### src/rtl/board_scanner.sv
// board_scanner: reads a 3x3 tic-tac-toe board one cell per cycle into a
// shadow copy, then finds the winner, the winning line and draw status.
// Optional feature macro: BOARD_ILLEGAL_CHECK_EN (board consistency check
// driving `illegal`; without it `illegal` is tied to 0).
module board_scanner (
  input  logic       clk,
  input  logic       rst,
  input  logic       start,
  output logic       rd_en,
  output logic [3:0] rd_addr,
  input  logic [1:0] rd_data,
  output logic       busy,
  output logic       done,
  output logic [1:0] winner,
  output logic [2:0] win_line,
  output logic       draw,
  output logic       illegal
);

  localparam logic [1:0] CELL_X = 2'b01;
  localparam logic [1:0] CELL_O = 2'b10;

  typedef enum logic [2:0] {IDLE, READ, WAIT, EVAL, REPORT} state_t;

  state_t          state, state_nxt;
  logic [3:0]      cnt;
  logic            cap_vld;
  logic [3:0]      cap_idx;
  logic [8:0][1:0] board;

  // Cell indices {a,b,c} of each line: rows, columns, main and anti diagonal.
  function automatic logic [11:0] line_cells(input logic [2:0] l);
    case (l)
      3'd0:    line_cells = {4'd0, 4'd1, 4'd2};
      3'd1:    line_cells = {4'd3, 4'd4, 4'd5};
      3'd2:    line_cells = {4'd6, 4'd7, 4'd8};
      3'd3:    line_cells = {4'd0, 4'd3, 4'd6};
      3'd4:    line_cells = {4'd1, 4'd4, 4'd7};
      3'd5:    line_cells = {4'd2, 4'd5, 4'd8};
      3'd6:    line_cells = {4'd0, 4'd4, 4'd8};
      default: line_cells = {4'd2, 4'd4, 4'd6};
    endcase
  endfunction

  // State register; reset aborts any scan in flight.
  always_ff @(posedge clk or posedge rst) begin
    if (rst) state <= IDLE;
    else     state <= state_nxt;
  end

  // Next-state logic; start only matters in IDLE.
  always_comb begin
    state_nxt = state;
    case (state)
      IDLE:    if (start) state_nxt = READ;
      READ:    if (cnt == 4'd8) state_nxt = WAIT;
      WAIT:    state_nxt = EVAL;
      EVAL:    state_nxt = REPORT;
      REPORT:  state_nxt = IDLE;
      default: state_nxt = IDLE;
    endcase
  end

  // Read address counter, walks 0..8 while in READ and rests at 0 otherwise.
  always_ff @(posedge clk or posedge rst) begin
    if (rst)                cnt <= 4'd0;
    else if (state == READ) cnt <= cnt + 4'd1;
    else                    cnt <= 4'd0;
  end

  assign rd_en   = (state == READ);
  assign rd_addr = (state == READ) ? cnt : 4'd0;
  assign busy    = (state != IDLE);

  // Shadow board: data returns one cycle after the strobe, so the issued
  // index is delayed alongside it.
  always_ff @(posedge clk or posedge rst) begin
    if (rst) begin
      cap_vld <= 1'b0;
      cap_idx <= 4'd0;
      board   <= '0;
    end else begin
      cap_vld <= rd_en;
      cap_idx <= rd_addr;
      if (cap_vld && cap_idx < 4'd9) board[cap_idx] <= rd_data;
    end
  end

  logic        w_found;
  logic [1:0]  w_who;
  logic [2:0]  w_idx;
  logic        full;
  logic [11:0] t;
  logic [1:0]  ca, cb, cc;

  // Line search: scanning high to low lets the lowest winning line overwrite.
  always_comb begin
    w_found = 1'b0;
    w_who   = 2'b00;
    w_idx   = 3'd0;
    full    = 1'b1;
    t       = '0;
    ca      = 2'b00;
    cb      = 2'b00;
    cc      = 2'b00;
    for (int l = 7; l >= 0; l--) begin
      t  = line_cells(3'(l));
      ca = board[t[11:8]];
      cb = board[t[7:4]];
      cc = board[t[3:0]];
      if (ca == cb && cb == cc && (ca == CELL_X || ca == CELL_O)) begin
        w_found = 1'b1;
        w_who   = ca;
        w_idx   = 3'(l);
      end
    end
    for (int i = 0; i < 9; i++)
      if (board[i] != CELL_X && board[i] != CELL_O) full = 1'b0;
  end

  // Result registers, loaded once per scan in EVAL.
  always_ff @(posedge clk or posedge rst) begin
    if (rst) begin
      winner   <= 2'b00;
      win_line <= 3'd0;
      draw     <= 1'b0;
    end else if (state == EVAL) begin
      winner   <= w_who;
      win_line <= w_idx;
      draw     <= !w_found && full;
    end
  end

  // done is high exactly for the REPORT cycle.
  always_ff @(posedge clk or posedge rst) begin
    if (rst) done <= 1'b0;
    else     done <= (state == EVAL);
  end

`ifdef BOARD_ILLEGAL_CHECK_EN
  logic [3:0]  nx, no;
  logic        any_inv, x_line, o_line, ill_nxt;
  logic [11:0] u;

  // Consistency: no invalid cells, move counts within one, single owner of lines.
  always_comb begin
    nx      = 4'd0;
    no      = 4'd0;
    any_inv = 1'b0;
    x_line  = 1'b0;
    o_line  = 1'b0;
    u       = '0;
    for (int i = 0; i < 9; i++) begin
      if (board[i] == CELL_X) nx = nx + 4'd1;
      if (board[i] == CELL_O) no = no + 4'd1;
      if (board[i] == 2'b11)  any_inv = 1'b1;
    end
    for (int l = 0; l < 8; l++) begin
      u = line_cells(3'(l));
      if (board[u[11:8]] == CELL_X && board[u[7:4]] == CELL_X && board[u[3:0]] == CELL_X)
        x_line = 1'b1;
      if (board[u[11:8]] == CELL_O && board[u[7:4]] == CELL_O && board[u[3:0]] == CELL_O)
        o_line = 1'b1;
    end
    ill_nxt = any_inv || (x_line && o_line) ||
              ((nx > no) ? (nx - no > 4'd1) : (no - nx > 4'd1));
  end

  // Illegal flag register, loaded alongside the other results.
  always_ff @(posedge clk or posedge rst) begin
    if (rst)                illegal <= 1'b0;
    else if (state == EVAL) illegal <= ill_nxt;
  end
`else
  assign illegal = 1'b0;
`endif

endmodule
### config.mk
export PLATFORM = sky130hd
export DESIGN_NAME = board_scanner
export DESIGN_NICKNAME = d
export VERILOG_FILES = /design/src/rtl/board_scanner.sv
export SDC_FILE = /design/constraint.sdc
export NUM_CORES = 1
export LEC_CHECK = 0
export ABC_AREA = 1
export CAP_MARGIN = 20
export CORE_UTILIZATION = 40
export DETAILED_ROUTE_END_ITERATION = 7
export PLACE_DENSITY = 0.7
export SETUP_SLACK_MARGIN = 0.02
export SYNTH_ARGS = -nofsm -noshare
export SYNTH_HDL_FRONTEND = slang
export SYNTH_SLANG_ARGS = --single-unit
### constraint.sdc
create_clock -name clk -period 1.5 [get_ports clk]
set_input_delay 0.225 -clock clk [delete_from_list [all_inputs] [get_ports clk]]
set_output_delay 0.225 -clock clk [all_outputs]
set_load 0.03 [all_outputs]
# Word level (Yosys, flattened, before mapping)
# Cells that the tools add are included.
[op_classes] mul=0 muxes=41 shift=0 div_mod_pow=0 n_bitwise=0 n_eq_ne=50 reduce_logical=37 magnitude_cmp=3 n_addsub=1
[ops] cell="== test 2 bit" count=16
[ops] cell="2-to-1 mux 3 bit" count=10
[ops] cell="logical AND 1 bit" count=28
[ops] cell="!= test 2 x 1 -> 1 bit, second input constant" count=10
[ops] cell="!= test 2 bit, second input constant" count=10
[ops] cell="bitwise mux 18 bit" count=1
[ops] cell="2-to-1 mux 2 bit" count=9
[ops] cell="2-to-1 mux 1 bit" count=17
[ops] cell="one-hot mux 3 bit (4 select lines)" count=1
[ops] cell="== test 2 x 1 -> 1 bit, second input constant" count=5
[ops] cell="== test 2 bit, second input constant" count=5
[ops] cell="demux 2 bit (select 4 bit)" count=1
[ops] cell="2-to-1 mux 4 bit" count=2
[ops] cell="== test 3 x 2 -> 1 bit, second input constant" count=2
[ops] cell="logical OR 1 bit" count=5
[ops] cell="less-than comparator 4 x 5 -> 1 bit, second input constant" count=1
[ops] cell="adder 4 x 1 -> 4 bit, second input constant" count=1
[ops] cell="== test 4 bit, second input constant" count=1
[ops] cell=">= comparator 4 x 1 -> 1 bit, second input constant" count=1
[ops] cell="less-than comparator 4 bit, second input constant" count=1
[ops] cell="== test 3 x 1 -> 1 bit, second input constant" count=1
[ops] cell="zero test 3 bit" count=1
[ops] cell="nonzero test 3 bit" count=1
[ops] cell="AND reduction 2 bit" count=1
[ops] cell="zero test 1 bit" count=1
[word_totals] n_memories=0 out_inout_bits=14 mem_bits_rw=0 input_bits=5 word_cells=149 ff_bits=37 mem_bits_ro=0 latch_bits=0

# Longest topological paths before layout
# Gate-level depths: netlist of run 1.
[depth] ltp_word=13 mapped_depth=15 mapped_depth_nobuf=14

# Worst setup path before layout of run 1
# OpenSTA, ideal clock, no wires.
[synth_path] kind="reg-to-output" start="register state[2]" end="output rd_addr[0]" t_arrival_ns=2.078 n_path_buf=0 required_time_ns=1.275 path_stages_with_launch=4 path_slack_ns=-0.803 cell_sequence="dfrtp_1 nor3_1 inv_1 nor2_1"
[synth_via] elab_chain_cells=2
[synth_lines] element="from (decl)" line="25" text="state_t state, state_nxt;"
[synth_lines] element="from (signal assigned)" line="48" text="else state <= state_nxt;"
[synth_lines] element="== test 3 x 1 -> 1 bit"
[synth_lines] element="named net rd_en" line="9" text="output logic rd_en,"
[synth_lines] element="2-to-1 mux 4 bit" line="72" text="assign rd_addr = (state == READ) ? cnt : 4'd0;"
[synth_lines] element="to (decl)" line="10" text="output logic [3:0] rd_addr,"
# The timed path passes the listed nets, and every way through them passes these cells.

# Worst setup path after layout of run 1
[layout_path] start="register state[0]" end="output rd_addr[2]"
[layout_via] elab_chain_cells=2
[layout_lines] element="== test 3 x 1 -> 1 bit" line="72"
[layout_lines] element="2-to-1 mux 4 bit" line="72"
# Every way passes these cells.

==> metrics.md, run 1 <==
| Metric | Value |
|---|---|
| IO Pins | `19` |
| Largest net degree at the start of global routing | `38` |
| Mean Syn Cell Area | `about 7.6 µm²` |
| Final period util | `111.9%` |
| Mapped Nets | `slightly below 300` |
| Status | `complete, but fails checks` |
| Total wire length | `slightly above 6000 µm` |
| Final number of setup-violating endpoints | `9` |
| Post-synthesis cell type count | `37` |
| Final ANT Viol Nets | `0` |
| CP Max Fanout | `5` |
| Worst-path cell chain | `inv_2, nor3_4, inv_1, nor2_4, buf_4` |
| Vias in the first global route | `slightly above 2000` |
| Top sig layer | `met4` |
| Crit. End Element | `output pin` |
| Yosys reg bits | `37` |
| Seq pwr share | `between 30% and 40%` |
| Clock Sinks | `37` |
| PwrDens | `around 1800 mW/mm²` |
| Core Region | `0.005172 mm²` |
| First-pass GRT wire length | `9522 µm` |
| Pleak | `around 0.0015 µW` |
| Sw Pwr | `2563 µW` |
| Initial antenna violation count | `0` |
| Cts hold-fix bufs | `0` |
| R2r endpoint | `winner[0]$_DFFE_PP0P_` |
| DPL Wire Length | `between 4000 and 5000 µm` |
| Initial Utilization | `between 40% and 50%` |
| Reg clk slew, reported paths | `approximately 70 ps` |
| RSZ-0062 raised after global routing | `yes` |
| CP max-delay cell | `dfrtp_1` |
| Area Growth Syn to Fin | `49.68%` |
| Finished Core Util | `a little over three fifths` |
| CTS tree | `yes` |
| Worst R2R Setup Slack | `-100 ps` |
| Max-Cap Viols | `0` |
| Net Sw Frac | `44.73%` |
| Die H | `75.59 µm` |
| Mapped Cells | `284` |
| Pre-CTS WS | `-133.0 ps` |
| FP Rows | `26` |
| Met3 routed wirelength | `about 260 µm` |
| Pins Over Slew Limit | `0` |
| GRT Resource Usage Total | `a little under a quarter` |
| Final min period | `1678 ps` |
| First-pass detailed-route iteration total | `4` |
| Cts bufs inserted | `5` |
| Critical path's top delay family | `buffers and inverters` |
| Grt total ovfl | `0` |
| Initial DRC Count | `between 150 and 200` |
| Crit path launch type | `register` |
| WL per Instance | `about 14 µm` |
| Via count | `~2200` |
| Violated checks | `negative setup slack` |
| DRC | `0` |
| Fraction of layout cells with a size suffix above 1 | `around 46%` |
| Clk network pwr share | `between 10% and 20%` |
| Final Hold Fails | `0` |
| Antenna cells | `0` |
| Min-Delay Path Class | `primary input to async pin` |
| Drt via density | `around 5.2` |
| CP Class | `register to output pin` |
| Clk_skew | `just under 8 ps` |
| Cells after DPL | `roughly 390` |
| Fin cells | `about 430` |
| I/O Buffers | `17` |
| Routed metal-1 wire length | `around 2600 µm` |
| Buffer depth of the longest clock path | `2` |
| Worst Path Buf+Inv | `3` |
| Setup WS post-layout | `-178.0 ps` |
| Gp weighted congestion | `around 0.94` |
| H-tree depth | `2` |
| Worst Path Required | `1270 ps` |
| Internal | `~3200 µW` |
| Synth Warn # | `0` |
| FMAX | `595.9 MHz` |
| Logic pwr share | `a little under three fifths` |
| CP arrival | `1450 ps` |
| Die width | `approximately 76 µm` |
| Cell area after synthesis | `between 0.002 and 0.0025 mm²` |
| Wire length on met2 | `around 3100 µm` |
| Root Buffer Master | `clkbuf_8` |
| Max stage delay on crit path | `370 ps` |
| R2R Path Start | `board[12]$_DFFE_PP0P_` |
| R2R depth | `8` |
| Total die area | `0.005713 mm²` |
| Peak supply drop | `roughly 1300 µV` |
| # fillers | `between 400 and 500` |
| Worst-Skew Late Latency | `300 ps` |
| Nets@finish | `around 360` |
| Sequential area share after synthesis | `42.75%` |
[power groups by stage]
stage          Combinational (µW)  Sequential [µW]  Clock [µW]
6_report                     3220             1720         790
5_1_grt                      3490             1760         848
4_1_cts                      2610             1690         803
3_5_place_dp                 2390             1690           0
3_3_place_gp                 2350             1670           0
2_1_floorplan                1500             1660           0
[metrics by stage]
step                      setup TNS (ps)  cell area, µm²  total power (µW)  hold slack [ps]
final                             -930.5            3242              5730            272.3
after floorplan                   -463.4            2207              3165            404.7
after CTS                         -794.5            2958              5104            271.2
after global routing               -1763            3242              6105            319.4
after detailed placement          -322.7            2650              4077            488.9
after global placement            -327.2            2650              4019            473.9
[cells by family after synthesis]
kind of cell | Yosys count | synth area share [%]
and+or+nand+nor | 137 | 29.29
AOI/OAI and AO/OA | 55 | 16.06
adders and majority gates | 2 | 1.155
DFF | 37 | 42.75
buffers and inverters | 49 | 9.359
xor gates and xnor gates | 3 | 1.213
other | 1 | 0.1731
[Yosys cell counts]
cell	count	area share (%)
a21boi_2	1	0.52
o221ai_1	1	0.40
a21boi_0	1	0.35
a221oi_1	1	0.40
inv_1	26	4.5
o221ai_2	1	0.69
nor2_2	1	0.29
o22ai_1	4	1.2
a21oi_1	4	0.92
nand2_4	2	1.0
or2_1	2	0.58
buf_2	6	1.4
o31ai_2	2	1.2
o21ai_2	2	0.81
nor2_1	25	4.3
a211oi_1	1	0.35
nand3_4	1	0.81
a21oi_2	2	0.81
nor3_1	9	2.1
nand4_1	11	3.2
o21ai_0	12	2.8
buf_4	3	1.0
nand3_1	19	4.4
nand2_2	4	1.2
nand3_2	1	0.46
or2_4	1	0.40
xnor2_1	1	0.40
dfrtp_1	37	43
o2111ai_1	1	0.40
clkinv_1	2	0.35
nand2_1	61	11
inv_2	12	2.1
conb_1	1	0.17
xor2_1	2	0.81
o21ai_1	20	4.6
o31ai_1	2	0.69
ha_1	2	1.2
[cells in the final DEF (no fill, tap or decap), types with 9 or more instances in the layout]
master,instances
inv_1,21
nand4_1,11
buf_4,52
o21ai_1,18
nor2_1,13
buf_6,9
nand2_2,15
dfrtp_1,24
o21ai_0,10
inv_2,16
nand3_1,13
dfrtp_2,13
nand2_1,47
[repair_timing]
| item | CTS | global route |
|---|---|---|
| resized for setup | 42 | 57 |
| pin swaps | 14 | 29 |
| endpoints found under the setup margin | 18 | 25 |
| setup buffers | 14 | 13 |
[metal layers]
metal / vias to the layer above / GRT usage [%]
li1: 1084 / -
met4: 0 / 9.053
met3: 17 / 4.630
met5: - / 0
met2: 64 / 37.00
met1: 1067 / 29.43
[how the worst max path moves through the flow]
stage	from	end	slack (ps)	cells past startpoint
6_report	state[0]$_DFFE_PP0P_	rd_addr[2]	-180	5
5_1_grt	state[0]$_DFFE_PP0P_	rd_addr[2]	-260	5
4_1_cts	state[0]$_DFFE_PP0P_	rd_addr[2]	-190	5
3_5_place_dp	board[12]$_DFFE_PP0P_	winner[0]$_DFFE_PP0P_	-130	7
3_3_place_gp	board[1]$_DFFE_PP0P_	winner[1]$_DFFE_PP0P_	-120	10
2_1_floorplan	state[0]$_DFFE_PP0P_	rd_addr[0]	-120	4
[layout make-up]
cell class	count	area [µm²]	area share (%)
Multi-Input combinational cell	198	1318	40.64
Sequential cell	37	942.2	29.06
Timing Repair Buffer	74	633.1	19.53
Inverter	40	156.4	4.824
Clock buffer	7	96.34	2.972
Tap cell	70	87.58	2.702
Clock inverter	1	8.758	0.2702
[sequential cells by signal (all words and copies together), names as in the netlist]
name and flops:
board 18, cap_idx 4, cnt 4, state 3, win_line 3, winner 2, cap_vld 1, done 1
draw 1
[worst min-delay path, stage by stage]
cell and delay (ps):
clkdlybuf4s50_1 390, inv_1 90, buf_12 230
(Power assumes the default switching activity.)
==> run 2: changes to the inputs <==
Settings changed: PLACE_DENSITY 0.7 to 0.68.
Clock period 1.5 ns to 2.1 ns, I/O delays scaled along.
==> run 2 against run 1 <==
The flow now finishes without violations. Flip-flop and latch count stayed put. Setup slack better by 370 ps. Clock skew is 5.8 ps higher. Critical path depth is 1 lower. Count of clock-buffer cells in the layout is 2 lower. Total power is 46% lower. Hold slack better by 140 ps.
==> metrics.md, run 2 (synthesis gave the netlist of run 1 again) <==
| Metric | Value |
|---|---|
| Status | `completed` |
| FMAX | `around 520 MHz` |
| Total die area | `0.005713 mm² (unchanged)` |
| Min-Delay Path Class | `primary input to async pin` |
| Cells after DPL | `366 (-7.1%)` |
| Register area | `925.9 µm² (-1.7%)` |
| DRC | `0 (unchanged)` |
| DPL Wire Length | `3606 µm (-11%)` |
| Pleak | `0.001189 µW (-23%)` |
| Gp weighted congestion | `0.9262 (-1.7%)` |
| Logic pwr share | `44.4% (-12 points)` |
| Fin cells | `374 (-12%)` |
| Area Growth Syn to Fin | `14.67%` |
| Commonest cells after routing, fill and taps aside | `nand2_1, dfrtp_1, inv_1` |
| Crit. End Element | `output pin` |
| Max stage delay on crit path | `430 ps (+60 ps)` |
| Final Hold Fails | `0 (unchanged)` |
| Peak supply drop | `764.2 µV (-41%)` |
| Initial Utilization | `41.87% (unchanged)` |
| Initial DRC Count | `140 (-8.5%)` |
| Finished Core Util | `48.02% (-15 points)` |
| Area occupied by multi-input gates | `0.001042 mm² (-21%)` |
| Worst Path Required | `1780 ps (+510 ps)` |
| Initial antenna violation count | `0 (unchanged)` |
| RSZ-0062 raised after global routing | `no` |
| Max-Cap Viols | `0 (unchanged)` |
| Worst hold margin | `409.7 ps (+137.4 ps)` |
| Cts bufs inserted | `5 (unchanged)` |
| Core Region | `0.005172 mm² (unchanged)` |
| First-pass GRT wire length | `7852 µm (-18%)` |
| CP arrival | `1590 ps (+140 ps)` |
| Max FFs per register | `18 (unchanged)` |
| Final number of setup-violating endpoints | `0 (-9)` |
| Clock Sinks | `37 (unchanged)` |
| Largest net degree at the start of global routing | `38 (unchanged)` |
| Die H | `75.59 µm (unchanged)` |
| IO Pins | `19 (unchanged)` |
| Buffer depth of the longest clock path | `2 (unchanged)` |
| Final period util | `about nine tenths` |
| Commonest non-fill, non-tap cell in the layout | `nand2_1` |
| Seq pwr share | `39.4% (+9.3 points)` |
| CTS tree | `yes` |
| Grt total ovfl | `0 (unchanged)` |
| Internal | `1675 µW (-47%)` |
| Total wire length | `4821 µm (-22%)` |
| H-tree depth | `2 (unchanged)` |
| Reg with most FFs | `board` |
| Nets@finish | `310 (-15%)` |
| Crit path launch type | `register` |
| I/O Buffers | `17 (unchanged)` |
| Worst-path cell chain | `nor3_2, inv_1, nor2_1, dlygate4sd2_1` |
| Final min period | `roughly 1900 ps` |
| Total Power | `3108 µW (-46%)` |
| CP Class | `register to output pin` |
| Drt via density | `5.037 (-3.6%)` |
| Sw Pwr | `1433 µW (-44%)` |
| Cts hold-fix bufs | `0 (unchanged)` |
| Worst Path Buf+Inv | `2 (-1)` |
| FP Rows | `26 (unchanged)` |
| First-pass detailed-route iteration total | `4 (unchanged)` |
| Pins Over Slew Limit | `0 (unchanged)` |
| CP Max Fanout | `5 (unchanged)` |
| Fraction of layout cells with a size suffix above 1 | `14.80% (-31 points)` |
| WL per Instance | `12.89 µm (-11%)` |
| Worst-Skew Late Latency | `300 ps (about the same)` |
| CP max-delay cell | `dfrtp_1` |
| Critical path's top delay family | `buffers and inverters` |
| GRT Resource Usage Total | `18.99% (-3.6 points)` |
| Clk_skew | `13.70 ps (+5.828 ps)` |
| PwrDens | `1251 mW/mm² (-29%)` |
| Net Sw Frac | `46.12% (+1.4 points)` |
| Via count | `1884 (-16%)` |
| TNS Setup | `0 ps (+930.5 ps)` |
| Reg clk slew, reported paths | `80 ps (about the same)` |
| # fillers | `515 (+24%)` |
| Post-CTS setup buffer count | `0 (-14)` |
| Die width | `75.59 µm (unchanged)` |
| Vias in the first global route | `1670 (-17%)` |
| Post-CTS sizing | `3 (-93%)` |
| Biggest regs | `board (18), cap_idx (4), cnt (4)` |
| Root Buffer Master | `clkbuf_8` |
| Clk network pwr share | `16.2% (+2.4 points)` |
| Final ANT Viol Nets | `0 (unchanged)` |
| Antenna cells | `0 (unchanged)` |
-- run 2: cell type report --
class,count,share of cell area [%]
timing repair buffer,21,7.708
clock inverter,3,0.7053
inverter,40,6.045
multi-input combinational,198,41.96
clock buffer,5,2.771
tap,70,3.526
sequential,37,37.28
-- run 2: per-layer routing --
metal / vias to the layer above / wire length (µm) / global-route usage, %
li1: 978 / - / -
met4: 0 / 80 / 7.407
met2: 36 / 2307 / 31.75
met5: - / 0 / 0
met3: 8 / 210 / 3.175
met1: 862 / 2222 / 24.70
-- run 2: worst paths after layout --
| path | startpoint | to | slack [ps] | cells after the start |
|---|---|---|---|---|
| setup / recovery | state[2]$_DFFE_PP0P_ | rd_addr[0] | 190 | 4 |
| hold / removal | rst | win_line[0]$_DFFE_PP0P_ | 410 | 3 |
| setup reg to reg | board[1]$_DFFE_PP0P_ | winner[1]$_DFFE_PP0P_ | 380 | 10 |
| hold reg to reg | state[0]$_DFFE_PP0P_ | state[0]$_DFFE_PP0P_ | 480 | 1 |
| max in group asynchronous | rst | board[12]$_DFFE_PP0P_ | 1350 | 3 |
| min in group clk | state[0]$_DFFE_PP0P_ | state[0]$_DFFE_PP0P_ | 480 | 1 |
-- run 2: power groups by stage --
stage / sequential [µW] / combinational [µW] / clock, µW
floorplan: 1180 / 1020 / 0
global placement: 1230 / 1390 / 0
detailed placement: 1230 / 1400 / 0
CTS: 1220 / 1390 / 508
global route: 1260 / 1560 / 532
finish: 1220 / 1380 / 504
-- run 2: per-stage QoR --
| step | setup WS, ps | cell area (µm²) |
|---|---|---|
| final | 193.9 | 2484 |
| after global routing | 68.17 | 2484 |
| after CTS | 169.9 | 2484 |
| after detailed placement | 242.7 | 2401 |
| after global placement | 251.2 | 2401 |
| after floorplan | 92.51 | 2171 |
-- run 2: worst reg2reg max path, delay by kind of cell (launching register included) --
kind | cells | cell delay (ps)
compound gates | 3 | 340
buf+inv | 1 | 50
flops | 1 | 490
simple gates | 6 | 730
==> run 3: changes to the inputs <==
Settings changed: ABC_CLOCK_PERIOD_IN_PS from default to 2100.
==> results of run 3 <==
No change in the layout: final DEF, timing and power equal those of run 2.
